[src/rtl/wb_cache_arbiter_pkg.sv]
// Shared widths, FSM state encodings and watchdog default for the cache bus arbiter.
// Latency: n/a (types and constants only).
// Backpressure: n/a.
package wb_cache_arbiter_pkg;

  localparam int WB_ADDR_W = 24;
  localparam int RW        = 16;

  // Default watchdog limit in cycles (8-bit counter)
  localparam logic [7:0] ARB_TIMEOUT_DEF = 8'd255;

  typedef enum logic [1:0] {
    S_IDLE = 2'b00,
    S_G0   = 2'b01,
    S_G1   = 2'b10
  } arb_state_t;

endpackage

[src/rtl/wb_arb_watchdog.sv]
// Stall watchdog: counts stalled strobe cycles, pulses expired when the limit is hit.
// Latency: expired is combinational in the cycle the count reaches TIMEOUT.
// Backpressure: none; observes the bus only. Built only with WB_ARB_TIMEOUT_EN.
`ifdef WB_ARB_TIMEOUT_EN
module wb_arb_watchdog #(
  parameter logic [7:0] TIMEOUT = 8'd255
) (
  input  logic i_clk,
  input  logic i_rst_n,
  input  logic active,
  input  logic done,
  input  logic clear,
  output logic expired
);

  logic [7:0] cnt;

  // cnt holds the number of stalled cycles already seen, so the TIMEOUT-th
  // stalled cycle is the one where cnt == TIMEOUT-1
  assign expired = active & (cnt == TIMEOUT - 8'd1);

  // Count stalled cycles; restart on a response, an owner change or expiry
  always_ff @(posedge i_clk or negedge i_rst_n) begin
    if (!i_rst_n) begin
      cnt <= 8'd0;
    end else if (clear || done || expired) begin
      cnt <= 8'd0;
    end else if (active) begin
      cnt <= cnt + 8'd1;
    end
  end

endmodule
`endif

[src/rtl/wb_cache_arbiter.sv]
// Two-master round-robin Wishbone arbiter (dcache = m0, icache = m1), grant held for whole cyc.
// Latency: 1 cycle to grant from idle; granted path and ack/err are combinational (0 cycles).
// Backpressure: non-owner waits indefinitely; optional watchdog (WB_ARB_TIMEOUT_EN) errors stalled cycles.
module wb_cache_arbiter
  import wb_cache_arbiter_pkg::*;
#(
  parameter int         AW      = WB_ADDR_W,
  parameter int         DW      = RW,
  parameter logic [7:0] TIMEOUT = ARB_TIMEOUT_DEF
) (
  input  logic          i_clk,
  input  logic          i_rst_n,
  input  logic          m0_cyc,
  input  logic          m0_stb,
  input  logic          m0_we,
  input  logic [AW-1:0] m0_adr,
  input  logic [DW-1:0] m0_o_dat,
  input  logic [1:0]    m0_sel,
  input  logic          m0_4_burst,
  output logic          m0_ack,
  output logic          m0_err,
  input  logic          m1_cyc,
  input  logic          m1_stb,
  input  logic          m1_we,
  input  logic [AW-1:0] m1_adr,
  input  logic [DW-1:0] m1_o_dat,
  input  logic [1:0]    m1_sel,
  input  logic          m1_4_burst,
  output logic          m1_ack,
  output logic          m1_err,
  output logic [DW-1:0] m_i_dat,
  output logic          s_cyc,
  output logic          s_stb,
  output logic          s_we,
  output logic [AW-1:0] s_adr,
  output logic [DW-1:0] s_o_dat,
  output logic [1:0]    s_sel,
  output logic          s_4_burst,
  input  logic [DW-1:0] s_i_dat,
  input  logic          s_ack,
  input  logic          s_err,
  output logic [1:0]    grant
);

  arb_state_t state;
  logic       last;
  logic       own0;
  logic       own1;
  logic       wd_expired;

  // Ownership FSM: round-robin on ties, grant held while owner's cyc is high,
  // direct hand-off to a waiting master with no idle cycle
  always_ff @(posedge i_clk or negedge i_rst_n) begin
    if (!i_rst_n) begin
      state <= S_IDLE;
      last  <= 1'b1;
      grant <= 2'b00;
    end else begin
      case (state)
        S_IDLE: begin
          if (m0_cyc && (!m1_cyc || last)) begin
            state <= S_G0;
            grant <= 2'b01;
          end else if (m1_cyc) begin
            state <= S_G1;
            grant <= 2'b10;
          end
        end
        S_G0: begin
          if (!m0_cyc) begin
            last <= 1'b0;
            if (m1_cyc) begin
              state <= S_G1;
              grant <= 2'b10;
            end else begin
              state <= S_IDLE;
              grant <= 2'b00;
            end
          end
        end
        S_G1: begin
          if (!m1_cyc) begin
            last <= 1'b1;
            if (m0_cyc) begin
              state <= S_G0;
              grant <= 2'b01;
            end else begin
              state <= S_IDLE;
              grant <= 2'b00;
            end
          end
        end
        default: begin
          state <= S_IDLE;
          grant <= 2'b00;
        end
      endcase
    end
  end

  // Route the owner's request to the slave side; everything zero when idle
  always_comb begin
    s_cyc     = 1'b0;
    s_stb     = 1'b0;
    s_we      = 1'b0;
    s_adr     = '0;
    s_o_dat   = '0;
    s_sel     = 2'b00;
    s_4_burst = 1'b0;
    case (state)
      S_G0: begin
        s_cyc     = m0_cyc;
        s_stb     = m0_stb;
        s_we      = m0_we;
        s_adr     = m0_adr;
        s_o_dat   = m0_o_dat;
        s_sel     = m0_sel;
        s_4_burst = m0_4_burst;
      end
      S_G1: begin
        s_cyc     = m1_cyc;
        s_stb     = m1_stb;
        s_we      = m1_we;
        s_adr     = m1_adr;
        s_o_dat   = m1_o_dat;
        s_sel     = m1_sel;
        s_4_burst = m1_4_burst;
      end
      default: ;
    endcase
  end

  // Responses only reach the owner, and only while it is actively strobing
  assign own0    = (state == S_G0) & m0_cyc & m0_stb;
  assign own1    = (state == S_G1) & m1_cyc & m1_stb;
  assign m0_ack  = own0 & s_ack;
  assign m1_ack  = own1 & s_ack;
  assign m0_err  = own0 & (s_err | wd_expired);
  assign m1_err  = own1 & (s_err | wd_expired);
  assign m_i_dat = s_i_dat;

`ifdef WB_ARB_TIMEOUT_EN
  logic grant_chg;
  logic wd_active;
  logic wd_done;

  // Flag an ownership change at the coming edge so the stall count restarts
  always_comb begin
    grant_chg = 1'b0;
    case (state)
      S_IDLE:  grant_chg = m0_cyc | m1_cyc;
      S_G0:    grant_chg = ~m0_cyc;
      S_G1:    grant_chg = ~m1_cyc;
      default: grant_chg = 1'b1;
    endcase
  end

  assign wd_active = s_cyc & s_stb & ~s_ack & ~s_err;
  assign wd_done   = s_ack | s_err;

  wb_arb_watchdog #(
    .TIMEOUT (TIMEOUT)
  ) u_watchdog (
    .i_clk   (i_clk),
    .i_rst_n (i_rst_n),
    .active  (wd_active),
    .done    (wd_done),
    .clear   (grant_chg),
    .expired (wd_expired)
  );
`else
  logic unused_timeout;
  assign unused_timeout = ^TIMEOUT;
  assign wd_expired     = 1'b0;
`endif

endmodule

[config.mk]
export PLATFORM = sky130hd
export DESIGN_NAME = wb_cache_arbiter
export DESIGN_NICKNAME = d
export VERILOG_FILES = /design/src/rtl/wb_cache_arbiter_pkg.sv /design/src/rtl/wb_arb_watchdog.sv /design/src/rtl/wb_cache_arbiter.sv
export SDC_FILE = /design/constraint.sdc
export NUM_CORES = 1
export LEC_CHECK = 0
export ABC_AREA = 1
export CORE_ASPECT_RATIO = 0.6
export CORE_MARGIN = 5
export CORE_UTILIZATION = 23
export CTS_CLUSTER_DIAMETER = 30
export DETAILED_ROUTE_END_ITERATION = 8
export PLACE_DENSITY_LB_ADDON = 0.12
export SYNTH_ARGS = -nofsm -noshare
export SYNTH_HDL_FRONTEND = slang
export SYNTH_SLANG_ARGS = --single-unit
[constraint.sdc]
create_clock -name i_clk -period 1.9 [get_ports i_clk]
set_input_delay 0.38 -clock i_clk [delete_from_list [all_inputs] [get_ports i_clk]]
set_output_delay 0.38 -clock i_clk [all_outputs]
set_load 0.05 [all_outputs]
==> metrics.txt <==
status=finished with violations; violated checks=negative setup slack; Ports=180; final setup TNS=-1200 ps; GRT Residual Overflow=0; Net Sw Power=3530 uW; Setup crit end=s_4_burst; finished layout cell area=4060 sq um; Post-synth EDFFs=0; GP Congestion=0.809; largest family of logic cells by synthesized area=simple AND/OR/NAND/NOR gates; total number of vias=1966; cell taking the most area after synthesis=nand2_1; vias in the first global route=2033; clk sinks=3; CTS tree=built; RR Endpoint=state[1]$_DFFE_PN0P_; Area contributors post-synth=nand2_1, a21oi_1, buf_4; pwr dens=1620 nW/um^2; Die Width=101 um; reg2reg start=state[0]$_DFFE_PN0P_; DP Wirelength=5630 um; syn_area_per_cell=5.41 sq um; final-report setup violation count=43; antenna fix cells=0; Sw Share=53.7%; met3 GRT Util=3.00%; XOR/XNOR Fraction of Synth Area=0%; DP Worst Slack=48.3 ps; max_cap viols=0; Async SR Flop Fraction=100%; maximum vdd ir drop=1190 uV; adder-cell share of the synthesized area=5.48%; max-slew violation count=0; Final ANT Viol Nets=0; worst setup margin=-58.7 ps; synth warn=0; met2 Usage GRT=42.2%; number of port buffers=147; f_max=0.511 GHz; Area Growth Syn to Fin=255%; Placed Instance Area=3610 sq um; RSZ-0062 raised after global routing=yes; Int Pwr=3050 uW; fraction of layout cells with a size suffix above 1=49.0%; Synth cell types=18; Core Footprint=4680 sq um; worst setup path class=flip-flop to primary output; Leakage Power=0.00149 uW; simple-gate share of the synthesized area=41.1%; initial antenna violation count=0; clock power share=2.8%; GR Util met1=24.8%; Worst Skew=0.739 ps; post-synth net total=328; CTS buffer count=3; Max transition margin=82.7%; 1st-pass router iterations=4; Synth top area share=30.2%; top_reg_cell synth=dfrtp_1; wire length per cell=18.3 um; first-pass GRT wire length=11000 um; Flop pwr share=2.0%; top-count cell post-synth=nand2_1; Final Hold Fails=0; Die Y=64.6 um; nets@finish=473; Initial Util=24.4%; clock slew at reported path FFs=30 ps; largest net degree at the start of global routing=26; Synth Area in Compound Gates=24.2%; worst-case reg-to-reg path depth=9; R2R setup slack=260 ps; DR DRC count=0; worst path cell trace=buf_4 -> ha_4 -> clkbuf_16 -> nand2_1 -> a21oi_4 -> buf_12; CTS Buffer Depth=2; Worst Path Arrival=1580 ps; hold bufs inserted after CTS=0; Synth top cells by count=nand2_1, a21oi_1, buf_4; H-tree lvl count=1; Crit path required time=1520 ps; crit path time final=1960 ps; Least-Margin Pin Slew=258 ps; Mapped Area=1140 sq um; root buf cell=clkbuf_8; crit path from=state[1]$_DFFE_PN0P_; post-synthesis mux area share=0%; CP Capture Type=primary output; slowest CP cell=dfrtp_2; Setup crit start kind=flip-flop; final worst path period share=103%; DR iter-0 viols=20; row count=19; Worst Path Max Fanout=12; slowest stage delay, CP=400 ps; Routed WL=7650 um; full die area=6520 sq um; Seq/Total Area, Yosys=6.68%; #FFs+latches synth=3; Mapped Cells=211; Vias/cell=4.70; Gate power share=95.2%; hold slack=344 ps; Skew-Pair Late Insertion Delay=210 ps; GRT Util Overall=21.4%; gr busiest metal=met2; post-layout util=86.7%; filler cell count in the final layout=234; Hold Crit Class=input pin to asynchronous set/reset pin
## worst min path at each step
stage	start	end	depth (start not counted)
after global routing	i_rst_n	state[0]$_DFFE_PN0P_	1
after global placement	state[1]$_DFFE_PN0P_	state[1]$_DFFE_PN0P_	2
after CTS	i_rst_n	state[1]$_DFFE_PN0P_	1
after detailed placement	state[1]$_DFFE_PN0P_	state[1]$_DFFE_PN0P_	2
final	i_rst_n	state[1]$_DFFE_PN0P_	1
after floorplan	i_rst_n	state[0]$_DFFE_PN0P_	0
## cells in the final DEF, fill, tap and decap left out, types with 3 or more instances in the layout
cell             instances
inv_1                    8
a21oi_4                 42
nand2_1                 67
nand3_1                  6
clkbuf_8                 3
buf_12                  58
buf_4                    9
ha_4                     3
nand2_4                 13
buf_16                   3
nor2_2                   3
nand2_2                 22
clkdlybuf4s50_1         95
a21oi_2                  3
clkbuf_16                3
## sequential cells by signal (all words and copies together), names as in the netlist
| register | cells |
|---|---|
| last | 1 |
| state | 2 |
## per-stage QoR
step / instances / total power, uW
after floorplan: 211 / 3510
after global placement: 402 / 5570
after detailed placement: 402 / 5610
after CTS: 414 / 6360
after global routing: 418 / 6850
final: 418 / 6580
## final cells by class
cell class	count	area, sq um	share of cell area, %
well taps	63	78.8	1.94
inverters	11	53.8	1.33
repair buffers	170	2360	58.1
multi-input cells	167	1440	35.5
clock buffers	4	45.0	1.11
flip-flops and latches	3	78.8	1.94
## cells by family (layout without fill, tap and decap cells)
| kind of cell | Yosys count | count (layout) |
|---|---|---|
| DFF | 3 | 3 |
| AOI/OAI and AO/OA | 47 | 47 |
| adders and majority gates | 5 | 5 |
| and+or+nand+nor | 115 | 115 |
| buffers and inverters | 41 | 185 |
## per-layer routing
layer  wire length [um]  vias up
li1                   -      947
met1               2940      935
met2               4180       72
met3                456       12
met4                 70        0
met5                  0        -
## timing repair
| item | in CTS | in global routing |
|---|---|---|
| cloned | 3 | 3 |
| pin swaps | 24 | 7 |
| endpoints found under the setup margin | 48 | 50 |
| resized for setup | 33 | 22 |
| setup buffers | 5 | 1 |
## power groups by stage
| stage | clock (uW) | sequential (uW) | combinational, uW |
|---|---|---|---|
| finish | 184 | 133 | 6260 |
| global route | 200 | 135 | 6520 |
| CTS | 190 | 130 | 6030 |
| detailed placement | 0 | 136 | 5480 |
| global placement | 0 | 132 | 5440 |
| floorplan | 0 | 192 | 3320 |
## worst max-delay path, delay by kind of cell (launching register included)
family,cells,cell delay (ps)
AND/OR/NAND/NOR,1,90
flip-flops,1,400
buffers and inverters,3,480
adder cells (fa/ha/maj),1,210
AO/OA/AOI/OAI,1,180
(Power assumes the default switching activity.)
